<file path="src/rtl/ber_pkg.sv">
// Shared definitions for the BER phase-sweep controller.
// Holds the sweep FSM state encoding, the default checker counter width,
// and a helper that sizes phase-index buses.
package ber_pkg;

  localparam int NB_BER_CNT_DEF = 64;

  localparam logic [2:0] ST_IDLE  = 3'd0;
  localparam logic [2:0] ST_CLEAR = 3'd1;
  localparam logic [2:0] ST_SYNC  = 3'd2;
  localparam logic [2:0] ST_MEAS  = 3'd3;
  localparam logic [2:0] ST_CAPT  = 3'd4;
  localparam logic [2:0] ST_DONE  = 3'd5;

  // Width of a bus that indexes n phases; never narrower than one bit.
  function automatic int phase_w(input int n);
    return (n > 1) ? $clog2(n) : 1;
  endfunction

endpackage

</file>
<file path="src/rtl/ber_valid_cnt.sv">
// Saturating event counter with a run-time terminal value.
// hit pulses on the increment that brings the count to the terminal; the
// count never climbs past the terminal. The owner clears it via clr.
module ber_valid_cnt #(
  parameter int W = 8
) (
  input  logic         clk,
  input  logic         rst,
  input  logic         clr,
  input  logic         inc,
  input  logic [W-1:0] terminal,
  output logic         hit
);

  logic [W-1:0] count;

  assign hit = inc && (count == (terminal - 1'b1));

  // Count qualified events, holding at the terminal value.
  always_ff @(posedge clk) begin
    if (rst || clr) begin
      count <= '0;
    end else if (inc && (count != terminal)) begin
      count <= count + 1'b1;
    end
  end

endmodule

</file>
<file path="src/rtl/ber_phase_sweep_ctrl.sv">
// BER phase-sweep controller.
// Walks the BER checker through every downsampling phase: reset it, let it
// sync for SYNC_VALIDS valid samples, measure MEAS_SAMPLES more, capture the
// error count, and finally publish the lowest-error phase (lowest index wins
// ties). Optional valid-starvation watchdog is built when BER_TIMEOUT_EN is
// defined; otherwise o_timeout is tied low and the sweep waits forever.
//
// Handshake: i_start is a single-cycle request accepted only in IDLE and
// only when i_stop is low; i_stop aborts any active sweep on the next edge.
// o_done is a one-cycle completion strobe and is never raised by an abort.
module ber_phase_sweep_ctrl
  import ber_pkg::*;
#(
  parameter int N_PHASES     = 4,
  parameter int NB_BER_CNT   = NB_BER_CNT_DEF,
  parameter int SYNC_VALIDS  = 261121,
  parameter int MEAS_SAMPLES = 1024,
  parameter int TIMEOUT      = 4096
) (
  input  logic                          clk,
  input  logic                          i_rst,
  input  logic                          i_start,
  input  logic                          i_stop,
  input  logic                          i_valid,
  input  logic [NB_BER_CNT-1:0]         i_ber_error,
  input  logic                          i_ber_zero,
  output logic                          o_ber_rst,
  output logic                          o_ber_en,
  output logic [phase_w(N_PHASES)-1:0]  o_phase_sel,
  output logic                          o_busy,
  output logic                          o_done,
  output logic [phase_w(N_PHASES)-1:0]  o_best_phase,
  output logic [NB_BER_CNT-1:0]         o_best_err,
  output logic                          o_best_zero,
  output logic                          o_timeout,
  output logic [2:0]                    state_dbg
);

  localparam int PW = phase_w(N_PHASES);

  // One counter width covers the sync, measure and watchdog terminals.
  localparam int CNT_MAX_A = (SYNC_VALIDS > MEAS_SAMPLES) ? SYNC_VALIDS : MEAS_SAMPLES;
  localparam int CNT_MAX   = (CNT_MAX_A > TIMEOUT) ? CNT_MAX_A : TIMEOUT;
  localparam int CW        = $clog2(CNT_MAX + 1);

  localparam logic [CW-1:0] SYNC_TERM  = CW'(SYNC_VALIDS);
  localparam logic [CW-1:0] MEAS_TERM  = CW'(MEAS_SAMPLES);
  localparam logic [PW-1:0] LAST_PHASE = PW'(N_PHASES - 1);

  logic [2:0]            state;
  logic [2:0]            state_nxt;
  logic                  start_acc;
  logic                  in_win;
  logic                  last_phase;
  logic [CW-1:0]         v_term;
  logic                  v_hit;
  logic                  tmo_hit;

  logic [PW-1:0]         phase_idx;
  logic [PW-1:0]         run_phase;
  logic [NB_BER_CNT-1:0] run_err;
  logic                  run_zero;
  logic [PW-1:0]         sel_hold;
  logic [PW-1:0]         best_phase;
  logic [NB_BER_CNT-1:0] best_err;
  logic                  best_zero;

  assign start_acc  = i_start && !i_stop;
  assign in_win     = (state == ST_SYNC) || (state == ST_MEAS);
  assign last_phase = (phase_idx == LAST_PHASE);
  assign v_term     = (state == ST_SYNC) ? SYNC_TERM : MEAS_TERM;
  assign state_dbg  = state;

  // Valid-sample counter shared by the sync and measure windows.
  ber_valid_cnt #(.W(CW)) u_valid_cnt (
    .clk      (clk),
    .rst      (i_rst),
    .clr      (!in_win || v_hit),
    .inc      (in_win && i_valid),
    .terminal (v_term),
    .hit      (v_hit)
  );

`ifdef BER_TIMEOUT_EN
  logic timeout_q;

  // Watchdog: consecutive cycles in a sample window with no i_valid.
  ber_valid_cnt #(.W(CW)) u_tmo_cnt (
    .clk      (clk),
    .rst      (i_rst),
    .clr      (!in_win || i_valid || tmo_hit),
    .inc      (in_win && !i_valid),
    .terminal (CW'(TIMEOUT)),
    .hit      (tmo_hit)
  );

  // Sticky abort flag, cleared when the next sweep is accepted.
  always_ff @(posedge clk) begin
    if (i_rst) begin
      timeout_q <= 1'b0;
    end else if ((state == ST_IDLE) && start_acc) begin
      timeout_q <= 1'b0;
    end else if (tmo_hit && !i_stop) begin
      timeout_q <= 1'b1;
    end
  end

  assign o_timeout = timeout_q;
`else
  assign tmo_hit   = 1'b0;
  assign o_timeout = 1'b0;
`endif

  // State register.
  always_ff @(posedge clk) begin
    if (i_rst) begin
      state <= ST_IDLE;
    end else begin
      state <= state_nxt;
    end
  end

  // Next-state decode; abort paths take priority over normal progress.
  always_comb begin
    state_nxt = state;
    if (state == ST_IDLE) begin
      if (start_acc) state_nxt = ST_CLEAR;
    end else if (i_stop || tmo_hit) begin
      state_nxt = ST_IDLE;
    end else begin
      case (state)
        ST_CLEAR: state_nxt = ST_SYNC;
        ST_SYNC:  if (v_hit) state_nxt = ST_MEAS;
        ST_MEAS:  if (v_hit) state_nxt = ST_CAPT;
        ST_CAPT:  state_nxt = last_phase ? ST_DONE : ST_CLEAR;
        ST_DONE:  state_nxt = ST_IDLE;
        default:  state_nxt = ST_IDLE;
      endcase
    end
  end

  // Checker control and status outputs decoded from the current state.
  always_comb begin
    o_ber_rst   = 1'b0;
    o_ber_en    = 1'b0;
    o_done      = 1'b0;
    o_busy      = (state != ST_IDLE);
    o_phase_sel = sel_hold;
    case (state)
      ST_CLEAR: begin
        o_ber_rst   = 1'b1;
        o_phase_sel = phase_idx;
      end
      ST_SYNC, ST_MEAS: begin
        o_ber_en    = 1'b1;
        o_phase_sel = phase_idx;
      end
      ST_CAPT:  o_phase_sel = phase_idx;
      ST_DONE:  o_done      = 1'b1;
      default:  o_phase_sel = sel_hold;
    endcase
  end

  // Phase stepping, running minimum and published results.
  always_ff @(posedge clk) begin
    if (i_rst) begin
      phase_idx  <= '0;
      run_phase  <= '0;
      run_err    <= '1;
      run_zero   <= 1'b0;
      sel_hold   <= '0;
      best_phase <= '0;
      best_err   <= '1;
      best_zero  <= 1'b0;
    end else begin
      if ((state == ST_IDLE) && start_acc) begin
        phase_idx <= '0;
        run_phase <= '0;
        run_err   <= '1;
        run_zero  <= 1'b0;
      end
      if (state == ST_CAPT) begin
        // Strict compare keeps the earlier (lower) phase on a tie.
        if (i_ber_error < run_err) begin
          run_err   <= i_ber_error;
          run_phase <= phase_idx;
          run_zero  <= i_ber_zero;
        end
        if (!last_phase) phase_idx <= phase_idx + 1'b1;
      end
      if (state == ST_DONE) begin
        best_phase <= run_phase;
        best_err   <= run_err;
        best_zero  <= run_zero;
        sel_hold   <= run_phase;
      end
    end
  end

  assign o_best_phase = best_phase;
  assign o_best_err   = best_err;
  assign o_best_zero  = best_zero;

endmodule

</file>
<file path="config.mk">
export PLATFORM = sky130hd
export DESIGN_NAME = ber_phase_sweep_ctrl
export DESIGN_NICKNAME = d
export VERILOG_FILES = /design/src/rtl/ber_pkg.sv /design/src/rtl/ber_valid_cnt.sv /design/src/rtl/ber_phase_sweep_ctrl.sv
export SDC_FILE = /design/constraint.sdc
export NUM_CORES = 1
export LEC_CHECK = 0
export ABC_AREA = 1
export BUFFER_PORTS_ARGS = -buffer_cell sky130_fd_sc_hd__buf_2
export CELL_PAD_IN_SITES_DETAIL_PLACEMENT = 0
export CELL_PAD_IN_SITES_GLOBAL_PLACEMENT = 1
export CORE_ASPECT_RATIO = 0.9
export CORE_MARGIN = 4
export CORE_UTILIZATION = 41
export CTS_CLUSTER_DIAMETER = 80
export DETAILED_ROUTE_END_ITERATION = 16
export PLACE_DENSITY_LB_ADDON = 0.1
export SYNTH_ARGS = -nofsm -noshare
export SYNTH_HDL_FRONTEND = slang
export SYNTH_SLANG_ARGS = --single-unit
</file>
<file path="constraint.sdc">
create_clock -name clk -period 2.2 [get_ports clk]
set_input_delay 0.33 -clock clk [delete_from_list [all_inputs] [get_ports clk]]
set_output_delay 0.33 -clock clk [all_outputs]
set_load 0.05 [all_outputs]
</file>
==> results.cfg, run 1 <==
[status]
status = finished, final reports clean

[logic_synthesis]
synthXorXnorAreaFrac = 0.0190
yosys-top-cells-area = dfxtp_1, ha_1, nand3_1
avgSynthCellArea_um2 = 7.60
synthSimpleGateAreaFrac = 0.234
synth_compound_gate_area_share = 0.158
synthAdderAreaFrac = 0.104
synth_edf_count = 0
ys_types = 36
ys.flop_type = dfxtp_1
synth_top_area_frac = 0.401
syn_inst = 1031
muxShareOfSynthArea = 0
synth_fp_nets = 1166
synth_top_family_by_area = simple AND/OR/NAND/NOR gates
ys_warn_count = 0
async_flop_share = 0
netlist_area_mm2 = 0.00784
yosysTopAreaCell = dfxtp_1
yosysSeqAreaShare = 0.401
synth-seq-cells = 157

[clock_tree]
cts_tree = yes
cts.sinks = 157
clk_pin_slew_ns = 0.07
cts_max_level = 4
clock_latency_ns = 0.43
root_buffer = clkbuf_16
clock_path_buffers = 2
numCtsBuffers = 17

[die]
initial_core_util = 0.422
rows = 47
die_h_um = 139
ios = 147
coreArea_mm2 = 0.0186
die_x_um = 154
die_area_mm2 = 0.0214

[final_layout]
nets = 1305
layout-drive-gt1-share = 0.260
instances_no_fill = 1428
final_cell_area_mm2 = 0.0102
nFillCells = 1818
area_growth_pct = 30.6

[power_and_ir_drop]
power_density_mw_per_mm2 = 627
p_leak_nw = 4.99
peakVddDrop_v = 0.000448
power_mw = 6.42

[critical_path]
path_max_fanout = 9
worstSetupEndpointType = flop
critical_path_class = flop to flop
rrSetupSlack_ns = 0.08
r2r-start = run_err[58]
crit_path_start_kind = flop
r2r_cells = 15
startpoint = run_err[58]
arrival_ns = 2.42
r2r_end = run_err[33]
crit_chain = inv_2 > ha_4 > nand2_2 > inv_2 > nand3_2 > nor3_4 > and3_1 > nand2_1 > nand2_2 > nor2_4 > buf_12 > buf_6 > clkbuf_16 > nand3_1 > nand3_1
required_ns = 2.51
cp_slowest_cell = dfxtp_2
cpPeakStageDelay_ns = 0.33

[placed_design]
placed_cell_area_mm2 = 0.00891
place_congestion = 0.842
hpwl_um = 14700
port_buffers = 145
pre_cts_ws_ns = -0.100
placed_cells = 1385

[sta]
fmax_mhz = 472
finalCritPeriodShare = 0.963
grt_setup_unrepaired = true
finalCriticalPeriod_ns = 2.12
drv_slew = 0
hold_viol_final = 0
hold_ws_ns = 0.165
fin_skew_ns = 0.0124
setup_viol = 0
timing.final.ws_setup_ns = 0.0824

[min_path]
hold_path_class = input pin to flop
min_from = i_ber_error[42]
hold_depth = 3
holdPathEnd = run_err[42]

[detailed_routing]
vias_per_cell = 5.12
post-route-drc-count = 0
ant_nets = 0
drt_iter0_drc = 355
dr_total_vias = 7317
dr.pass1.iters = 5
totalWireLength_um = 22000
wl_per_cell_um = 15.4

[flow_run]
max_cap_viol_count = 0

[grt]
grt.overflow.total = 0
antenna_found_initial = 1
grt_max_degree = 63
grt_use_total = 0.192
grt_pass1_wl_um = 34300
grt_pass1_vias = 6723
==> Yosys cell counts (2+ instances only) <==
master and number:
nand2_1 186, dfxtp_1 157, nand3_1 150, inv_1 99, o21ai_0 79, ha_1 65
o211ai_1 63, a21oi_1 56, nor2_1 47, clkbuf_1 46, xor2_1 14, buf_2 12
nand4_1 10, nor3_1 10, o21a_1 4, o21ai_1 4, and3_1 3, inv_2 3
xnor2_1 3, a211oi_1 2, a21boi_0 2, buf_4 2
==> where the power goes <==
group	internal (mW)	switching [mW]	leakage, nW	total [mW]
Combinational	0.155	0.315	3.43	0.470
Clock	1.86	1.23	0.294	3.09
Sequential	2.85	0.00962	1.27	2.86
Total	4.86	1.55	4.99	6.42
==> through the flow <==
| stage | util | TNS (ns) |
|---|---|---|
| 2_1_floorplan | - | -0.00894 |
| 3_3_place_gp | 0.480 | -1.75 |
| 3_5_place_dp | 0.480 | -3.79 |
| 4_1_cts | 0.514 | 0 |
| 5_1_grt | 0.551 | -0.453 |
| 6_report | 0.551 | 0 |
==> registers in the layout, summed over array words and instances, names as in the netlist <==
name	flops
o_best_err	64
run_err	64
u_valid_cnt.count	18
state_dbg	3
o_best_phase	2
phase_idx	2
run_phase	2
o_best_zero	1
run_zero	1
==> logic make-up (layout without fill, tap and decap cells) <==
family	after synthesis	count (layout)
compound gates	211	211
xor+xnor	17	17
fa+ha+maj	65	65
buf+inv	165	315
flops	157	157
other cells	1	2
simple gates	415	416
==> metal layers <==
layer  global-route usage  part of all wire  up-vias
met1                0.278              0.50     3350
li1                     -                 -     3810
met3               0.0378             0.044       20
met4               0.0548             0.012        0
met5                    0                 0        -
met2                0.290              0.45      137
==> layout make-up <==
type / count / area [um^2] / area share
multi-input cells: 710 / 4480 / 0.438
flip-flops and latches: 157 / 3160 / 0.309
repair buffers: 180 / 1270 / 0.124
clock buffers: 20 / 457 / 0.0446
inverters: 104 / 400 / 0.0391
well taps: 245 / 307 / 0.0300
clock inverters: 11 / 158 / 0.0154
diodes: 1 / 2.50 / 0.000245
==> critical path: cells and delay by family, from the launching register on <==
family,cells,cell delay [ns]
buf+inv,5,0.54
flops,1,0.33
fa+ha+maj,1,0.25
simple gates,9,0.85
==> how the worst max path moves through the flow <==
stage / to / slack (ns) / depth (start not counted)
floorplan: o_phase_sel[0] / -0.004 / 8
global placement: run_err[39] / -0.05 / 12
detailed placement: run_err[26] / -0.10 / 12
CTS: run_phase[0] / 0.005 / 13
global route: run_err[32] / -0.03 / 15
finish: run_err[33] / 0.08 / 15
==> what timing repair did <==
| item | 4_1_cts | 5_1_grt |
|---|---|---|
| hold buffers | 0 | 0 |
| setup buffers | 0 | 4 |
| setup endpoints to repair | 42 | 69 |
| hold endpoints to repair | 0 | 0 |
| cloned | 0 | 8 |
| pin swaps | 0 | 30 |
| resized for setup | 7 | 113 |
==> placed cells by master, fill, tap and decap left out, types with 12 or more instances in the layout <==
cell type | Yosys | final
nand2_1 | 186 | 176
nand3_1 | 150 | 146
dfxtp_1 | 157 | 144
buf_2 | 12 | 143
inv_1 | 99 | 91
o21ai_0 | 79 | 66
o211ai_1 | 63 | 63
ha_1 | 65 | 50
nor2_1 | 47 | 42
a21oi_1 | 56 | 39
clkbuf_16 | 0 | 23
a21oi_2 | 0 | 17
ha_4 | 0 | 15
xor2_1 | 14 | 14
buf_4 | 2 | 14
dfxtp_2 | 0 | 12
(Power assumes the default switching activity.)
==> inputs of run 2 (changes only) <==
--- a/config.mk
+++ b/config.mk
@@ -14,6 +14,7 @@
 export CORE_UTILIZATION = 41
 export CTS_CLUSTER_DIAMETER = 80
 export DETAILED_ROUTE_END_ITERATION = 16
+export MAX_ROUTING_LAYER = met4
 export PLACE_DENSITY_LB_ADDON = 0.1
 export SYNTH_ARGS = -nofsm -noshare
 export SYNTH_HDL_FRONTEND = slang
==> run 2 against run 1 <==
Effect of this change:
- clock skew is 0.0022 ns lower
- critical path depth unchanged
- routed wire length up 0.15%
- design area did not move
- global-route usage rose by 0.55 points
- clock-buffer cell count stayed put
- power about the same
- worst setup slack about the same
- sequential share of layout area stayed put
==> results.cfg, run 2 (same netlist as run 1, synthesis figures left out) <==
[status]
status = finished, final reports clean

[min_path]
hold_depth = 3
holdPathEnd = run_err[0]
min_from = i_ber_error[0]
hold_path_class = input pin to flop

[sta]
timing.final.ws_setup_ns = 0.0827
hold_ws_ns = 0.163
fin_skew_ns = 0.0102
fmax_mhz = 472
drv_slew = 0
finalCritPeriodShare = 0.962
setup_viol = 0
hold_viol_final = 0
grt_setup_unrepaired = true
finalCriticalPeriod_ns = 2.12

[grt]
grt_max_degree = 63
grt_pass1_vias = 6724
antenna_found_initial = 1
grt_pass1_wl_um = 34300
grt_use_total = 0.197
grt.overflow.total = 0

[placed_design]
pre_cts_ws_ns = -0.100
placed_cell_area_mm2 = 0.00891
place_congestion = 0.855
port_buffers = 145
hpwl_um = 14700

[critical_path]
r2r_end = run_err[33]
crit_path_start_kind = flop
required_ns = 2.51
rrSetupSlack_ns = 0.08
critical_path_class = flop to flop
worstSetupEndpointType = flop
r2r_cells = 15
r2r-start = run_err[58]
path_max_fanout = 9
arrival_ns = 2.43

[clock_tree]
clock_path_buffers = 2
cts.sinks = 157
cts_max_level = 4
clk_pin_slew_ns = 0.07
clock_latency_ns = 0.43
cts_tree = yes
cts.hold.buffers_added = 0
root_buffer = clkbuf_16
numCtsBuffers = 17

[flow_run]
max_cap_viol_count = 0

[final_layout]
layout-drive-gt1-share = 0.260
nets = 1305
final_common_cell = nand2_1
nFillCells = 1818
fin_util = 0.551
final_cell_area_mm2 = 0.0102
area_growth_pct = 30.6
final_cell_mix = nand2_1, nand3_1, dfxtp_1, buf_2, inv_1

[power_and_ir_drop]
clkPwrFrac = 0.482
power_frac_seq = 0.445
power_density_mw_per_mm2 = 628
p_leak_nw = 4.99
p_sw_frac = 0.243
combPwrFrac = 0.073
peakVddDrop_v = 0.000450
p_switching_mw = 1.56
p_int_mw = 4.86

[die]
rows = 47
coreArea_mm2 = 0.0186
die_area_mm2 = 0.0214
die_h_um = 139
initial_core_util = 0.422
die_x_um = 154
ios = 147

[detailed_routing]
dr_total_vias = 7327
totalWireLength_um = 22000
vias_per_cell = 5.13
post-route-drc-count = 0
dr.pass1.iters = 4
ant_nets = 0
drt_iter0_drc = 318
wl_per_cell_um = 15.4
[run 2: cell counts in the layout (fill, tap and decap cells not counted)]
No cell type changed its count.
[run 2: metal layers]
layer,global-route usage,part of all wire
met1,0.279,0.50
met3,0.0349,0.041
met5,-,0
met2,0.291,0.45
met4,0.0548,0.014
[run 2: how the worst max path moves through the flow]
| stage | startpoint | to | slack (ns) |
|---|---|---|---|
| 4_1_cts | run_err[55] | run_phase[0] | 0.005 |
| 2_1_floorplan | state_dbg[1] | o_phase_sel[0] | -0.004 |
| 6_report | run_err[58] | run_err[33] | 0.08 |
| 5_1_grt | run_err[58] | run_err[32] | -0.03 |
| 3_3_place_gp | i_ber_error[55] | run_err[39] | -0.05 |
| 3_5_place_dp | i_ber_error[55] | run_err[26] | -0.10 |
[run 2: power groups by stage]
stage / Combinational, mW / Clock, mW / Sequential, mW
after floorplan: 0.219 / 0 / 2.94
after global placement: 0.427 / 0 / 2.92
after detailed placement: 0.425 / 0 / 2.92
after CTS: 0.428 / 3.15 / 2.86
after global routing: 0.520 / 3.29 / 2.86
final: 0.470 / 3.09 / 2.86
[run 2: stage by stage]
step                      power, mW  instances   TNS, ns
final                          6.42       1428         0
after global routing           6.67       1428    -0.434
after detailed placement       3.35       1385     -3.79
after floorplan                3.16       1031  -0.00894
after CTS                      6.44       1416         0
after global placement         3.35       1385     -1.75
[run 2: what timing repair did]
action,CTS,global route
buffers inserted,0,4
resized for setup,7,113
pin swaps,0,28
cloned,0,8
endpoints found under the setup margin,42,69
[run 2: layout make-up]
type,instances,area [um^2],share of cell area
Antenna cell,1,2.50,0.000245
Clock buffer,20,457,0.0446
Clock inverter,11,158,0.0154
Inverter,104,400,0.0391
Multi-Input combinational cell,710,4480,0.438
Sequential cell,157,3160,0.309
Tap cell,245,307,0.0300
Timing Repair Buffer,180,1270,0.124
[run 2: critical path, cell delays in order (launching register included)]
cell and delay (ns):
dfxtp_2 0.33, inv_2 0.05, ha_4 0.25, nand2_2 0.06, inv_2 0.06, nand3_2 0.07, nor3_4 0.19, and3_1 0.18
nand2_1 0.06, nand2_2 0.08, nor2_4 0.05, buf_12 0.14, buf_6 0.13, clkbuf_16 0.16, nand3_1 0.09, nand3_1 0.07
